<file path="src/rtl/timer_periph.sv">
// timer_periph: countdown timer on the single-master req/gnt register bus.
// A fixed-latency grant FSM commits LOAD/CONTROL/STATUS accesses.
module timer_periph #(
    parameter int unsigned                 P_ADDR_WIDTH   = 8,
    parameter int unsigned                 P_DATA_WIDTH   = 32,
    parameter logic [P_ADDR_WIDTH-1:0]     P_ADDR_LOAD    = 8'h00,
    parameter logic [P_ADDR_WIDTH-1:0]     P_ADDR_CONTROL = 8'h04,
    parameter logic [P_ADDR_WIDTH-1:0]     P_ADDR_STATUS  = 8'h08,
    parameter int unsigned                 P_GNT_DELAY    = 3
) (
    input  logic                    clk,
    input  logic                    reset,
    input  logic                    req,
    output logic                    gnt,
    input  logic [P_ADDR_WIDTH-1:0] addr,
    input  logic [P_DATA_WIDTH-1:0] wdata,
    input  logic                    write_en,
    output logic [P_DATA_WIDTH-1:0] rdata,
    output logic                    irq
);

    localparam logic [1:0] S_IDLE    = 2'd0;
    localparam logic [1:0] S_WAIT    = 2'd1;
    localparam logic [1:0] S_GRANT   = 2'd2;
    localparam logic [1:0] S_RELEASE = 2'd3;

    // WAIT spans P_GNT_DELAY-1 edges; the IDLE edge already counts as one
    localparam logic [2:0] WAIT_LAST =
        (P_GNT_DELAY >= 2) ? 3'(P_GNT_DELAY - 2) : 3'd0;

    localparam logic [P_DATA_WIDTH-1:0] ONE =
        {{(P_DATA_WIDTH-1){1'b0}}, 1'b1};

    logic [1:0]              state_q, state_d;
    logic [2:0]              dly_q, dly_d;
    logic [P_DATA_WIDTH-1:0] load_q, load_d;
    logic [P_DATA_WIDTH-1:0] count_q, count_d;
    logic [2:0]              ctrl_q, ctrl_d;
    logic                    expired_q, expired_d;
    logic                    irq_q;

    logic commit;
    logic wr_load;
    logic wr_ctrl;
    logic wr_stat;
    logic enable;
    logic expire;
    logic running;

    always_comb begin
        state_d = state_q;
        dly_d   = dly_q;
        unique case (state_q)
            S_IDLE: begin
                if (req) begin
                    dly_d   = 3'd0;
                    state_d = (P_GNT_DELAY == 1) ? S_GRANT : S_WAIT;
                end
            end
            S_WAIT: begin
                if (!req) begin
                    state_d = S_IDLE;
                end else if (dly_q == WAIT_LAST) begin
                    state_d = S_GRANT;
                end else begin
                    dly_d = dly_q + 3'd1;
                end
            end
            S_GRANT: state_d = S_RELEASE;
            S_RELEASE: begin
                if (!req) begin
                    state_d = S_IDLE;
                end
            end
            default: state_d = S_IDLE;
        endcase
    end

    assign gnt     = (state_q == S_GRANT);
    assign commit  = gnt & write_en;
    assign wr_load = commit & (addr == P_ADDR_LOAD);
    assign wr_ctrl = commit & (addr == P_ADDR_CONTROL);
    assign wr_stat = commit & (addr == P_ADDR_STATUS);

    assign enable  = ctrl_q[0];
    assign expire  = enable & (count_q == ONE);
    assign running = enable & (count_q != '0);

    // Bus writes are applied last so they win over the counter's own update
    always_comb begin
        load_d    = load_q;
        count_d   = count_q;
        ctrl_d    = ctrl_q;
        expired_d = expired_q;
        if (enable && count_q > ONE) begin
            count_d = count_q - ONE;
        end
        if (expire) begin
            expired_d = 1'b1;
            if (ctrl_q[1]) begin
                count_d = load_q;
            end else begin
                count_d   = '0;
                ctrl_d[0] = 1'b0;
            end
        end
        if (wr_load) begin
            load_d  = wdata;
            count_d = wdata;
        end
        if (wr_ctrl) begin
            ctrl_d = wdata[2:0];
        end
        if (wr_stat && wdata[0] && !expire) begin
            expired_d = 1'b0;
        end
    end

    always_comb begin
        rdata = '0;
        if (!write_en) begin
            unique case (1'b1)
                addr == P_ADDR_LOAD:    rdata      = load_q;
                addr == P_ADDR_CONTROL: rdata[2:0] = ctrl_q;
                addr == P_ADDR_STATUS:  rdata[1:0] = {running, expired_q};
                default:                rdata      = '0;
            endcase
        end
    end

    always_ff @(posedge clk) begin
        if (reset) begin
            state_q   <= S_IDLE;
            dly_q     <= 3'd0;
            load_q    <= '0;
            count_q   <= '0;
            ctrl_q    <= 3'd0;
            expired_q <= 1'b0;
            irq_q     <= 1'b0;
        end else begin
            state_q   <= state_d;
            dly_q     <= dly_d;
            load_q    <= load_d;
            count_q   <= count_d;
            ctrl_q    <= ctrl_d;
            expired_q <= expired_d;
            irq_q     <= expired_q & ctrl_q[2];
        end
    end

    assign irq = irq_q;

endmodule

</file>
<file path="config.mk">
export PLATFORM = sky130hd
export DESIGN_NAME = timer_periph
export DESIGN_NICKNAME = d
export VERILOG_FILES = /design/src/rtl/timer_periph.sv
export SDC_FILE = /design/constraint.sdc
export NUM_CORES = 1
export LEC_CHECK = 0
export CORE_MARGIN = 2
export CORE_UTILIZATION = 50
export CTS_BUF_LIST = sky130_fd_sc_hd__clkbuf_16
export CTS_CLUSTER_DIAMETER = 150
export CTS_CLUSTER_SIZE = 12
export DETAILED_ROUTE_END_ITERATION = 12
export PLACE_DENSITY = 0.77
export SLEW_MARGIN = 20
export SYNTH_ARGS = -nofsm -noshare
export SYNTH_HDL_FRONTEND = slang
export SYNTH_SLANG_ARGS = --single-unit
</file>
<file path="constraint.sdc">
create_clock -name clk -period 6.7 [get_ports clk]
set_input_delay 1.34 -clock clk [delete_from_list [all_inputs] [get_ports clk]]
set_output_delay 1.34 -clock clk [all_outputs]
set_load 0.02 [all_outputs]
</file>
==> results.json <==
{
  "clk_latency_ps": 340,
  "avgRoutedWirePerCell_um": 16.7,
  "ctsResizeCount": 0,
  "nFillCells": 713,
  "cp_cell_sequence": "clkdlybuf4s50_1, nor4_1, nand2_1, nor4_2, buf_4, and2_1, clkdlybuf4s50_1",
  "numPortBuffers": 77,
  "synth.yosys.seq_area_share_pct": 34.8,
  "die_area_um2": 9270,
  "worstPathRequired_ps": 5360,
  "finalHoldViolCount": 0,
  "n_antenna_cell": 0,
  "worst_slew_pin_slew_ps": 1020,
  "grt_antenna_before_repair": 0,
  "cts.sinks": 74,
  "clock_path_buffers": 2,
  "grt_overflow": 0,
  "finalWorstPathRequiredPeriod_ps": 5680,
  "synth_cell_types": 65,
  "critPathKind": "in2out",
  "clk_pin_slew_ps": 60,
  "synth-edff-count": 0,
  "io_pins": 78,
  "drc": 0,
  "drt_wl_total_um": 11800,
  "p_leak_nw": 1.93,
  "status": "complete, no violations",
  "syn_to_final_growth_pct": 23.5,
  "startpoint_type": "input port",
  "placed_cell_area_um2": 4970,
  "fmax_ghz": 0.176,
  "syn-num-nets": 585,
  "r2r_slack_ps": 3570,
  "finalSetupTns_ps": 0,
  "start_util_pct": 51.8,
  "die_w_um": 96.3,
  "ir_drop_v": 0.000149,
  "syn_inst": 537,
  "grt_pass1_vias": 4145,
  "worst_ep_arrival_time_ps": 4340,
  "cpMostUsedCell": "clkdlybuf4s50_1",
  "ys_warn_count": 0,
  "p_per_area_nw_per_um2": 181,
  "die_h_um": 96.3,
  "htree_levels": 3,
  "critPathMaxStageDelay_ps": 780,
  "gp_congestion": 0.874,
  "clock_skew_ps": 5.58,
  "min_path_type": "reg2reg",
  "fin_util_pct": 64.0,
  "setup_violations": 0,
  "maxSlewHeadroom_pct": 31.8,
  "cap_viol_max_count": 0,
  "crit_path_max_fanout": 16,
  "place_hpwl_um": 7890,
  "via_per_inst": 6.15,
  "rsz0062_at_grt": "no",
  "cts_tree": "yes",
  "netlist_area_um2": 4260,
  "grt_pass1_wl_um": 19000,
  "grt_usage_pct": 26.0,
  "hold_buffers": 0,
  "grt_max_degree": 66,
  "cts_made_buffers": 9,
  "synthFlopType": "dfxtp_1",
  "root_buffer": "clkbuf_16",
  "syn_avg_cell_area_um2": 7.93,
  "dr.pass1.iters": 4,
  "rows": 33,
  "crit_path_top_delay_cell": "nor4_2",
  "postCtsSetupBuffers": 0,
  "final_antenna_net_count": 0,
  "nets": 642,
  "drive_gt1_share_pct": 7.35,
  "first_iter_violations": 296,
  "endpoint_kind": "primary output",
  "ys_seq_elements": 74,
  "core_area_um2": 8220,
  "stdcell_area_um2": 5260,
  "async_flop_share_pct": 0,
  "routed-via-count": 4327,
  "drv_slew": 0,
  "finalCritPeriodShare_pct": 84.8
}
==> cell usage after synthesis, drive strengths merged (11+ instances only) <==
library cell,n,area [µm²]
clkbuf,27,173
or3,11,85.1
and2,35,219
nand2,93,349
nor3,18,106
nor2,50,195
dfxtp,74,1480
nand3,15,75.1
a311oi,11,96.3
a21oi,44,220
nand4,12,75.1
==> placed cells by master, fill, tap and decap left out, types with 9 or more instances in the layout <==
| cell type | instances |
|---|---|
| nand4_1 | 12 |
| o21ai_0 | 9 |
| clkdlybuf4s50_1 | 76 |
| a311oi_1 | 11 |
| nor2_1 | 48 |
| a21oi_1 | 44 |
| and2_1 | 35 |
| nand2_1 | 93 |
| dfxtp_1 | 74 |
| inv_1 | 10 |
| clkbuf_16 | 9 |
| a31oi_1 | 9 |
| nand3_1 | 15 |
| nor3_1 | 16 |
==> cell families (layout without fill, tap and decap cells) <==
group,after synthesis,after routing,synth area share (%)
compound gates,131,131,22.1
fa+ha+maj,4,4,1.18
buf+inv,45,107,6.32
flops,74,74,34.8
mux,10,10,2.44
simple gates,273,273,33.2
==> power breakdown <==
group          internal [mW]  total [mW]  switching [mW]
registers              0.441       0.442         0.00117
logic                 0.0256      0.0441          0.0185
clock network          0.283       0.468           0.185
total                  0.750       0.954           0.204
==> critical path: cells and delay by family <==
kind                   cells  cell delay (ps)
AND/OR/NAND/NOR            4             1610
buffers and inverters      3             1390
==> layer usage <==
layer  track usage, %  share of wire, %
met3             6.19               6.4
met4             8.80               1.8
met1             31.0                43
met5                0                 0
met2             45.7                49
==> through the flow <==
stage               hold slack (ps)  cells  setup WS, ps  power [mW]
floorplan                       445    537          2560       0.464
global placement                454    688          1160       0.494
detailed placement              462    688          1010       0.495
CTS                             471    704          1010       0.957
global route                    487    704           718       0.978
finish                          467    704          1020       0.954
==> registers in the layout, indices dropped and copies added, names as in the netlist, named ones only <==
| name | cells |
|---|---|
| count_q | 32 |
| load_q | 32 |
| ctrl_q | 3 |
| dly_q | 3 |
| expired_q | 1 |
| irq | 1 |
| state_q | 1 |
==> worst paths after layout <==
kind                            cells after the start                      from                       end
worst max register to register                      6  count_q[26]$_SDFFE_PP0P_  count_q[14]$_SDFFE_PP0P_
worst min register to register                      2   load_q[13]$_SDFFE_PP0P_   load_q[13]$_SDFFE_PP0P_
worst max-delay path                                7                   addr[4]                 rdata[31]
worst min-delay path                                2   load_q[13]$_SDFFE_PP0P_   load_q[13]$_SDFFE_PP0P_
==> layout make-up <==
class / instances / area [µm²] / share of cell area, %
clock buffer: 9 / 225 / 4.28
clock inverter: 7 / 61.3 / 1.17
inverter: 9 / 33.8 / 0.642
multi-input combinational: 418 / 2520 / 48.0
sequential: 74 / 1480 / 28.2
tap: 105 / 131 / 2.50
timing repair buffer: 82 / 803 / 15.3
(Power assumes the default switching activity.)
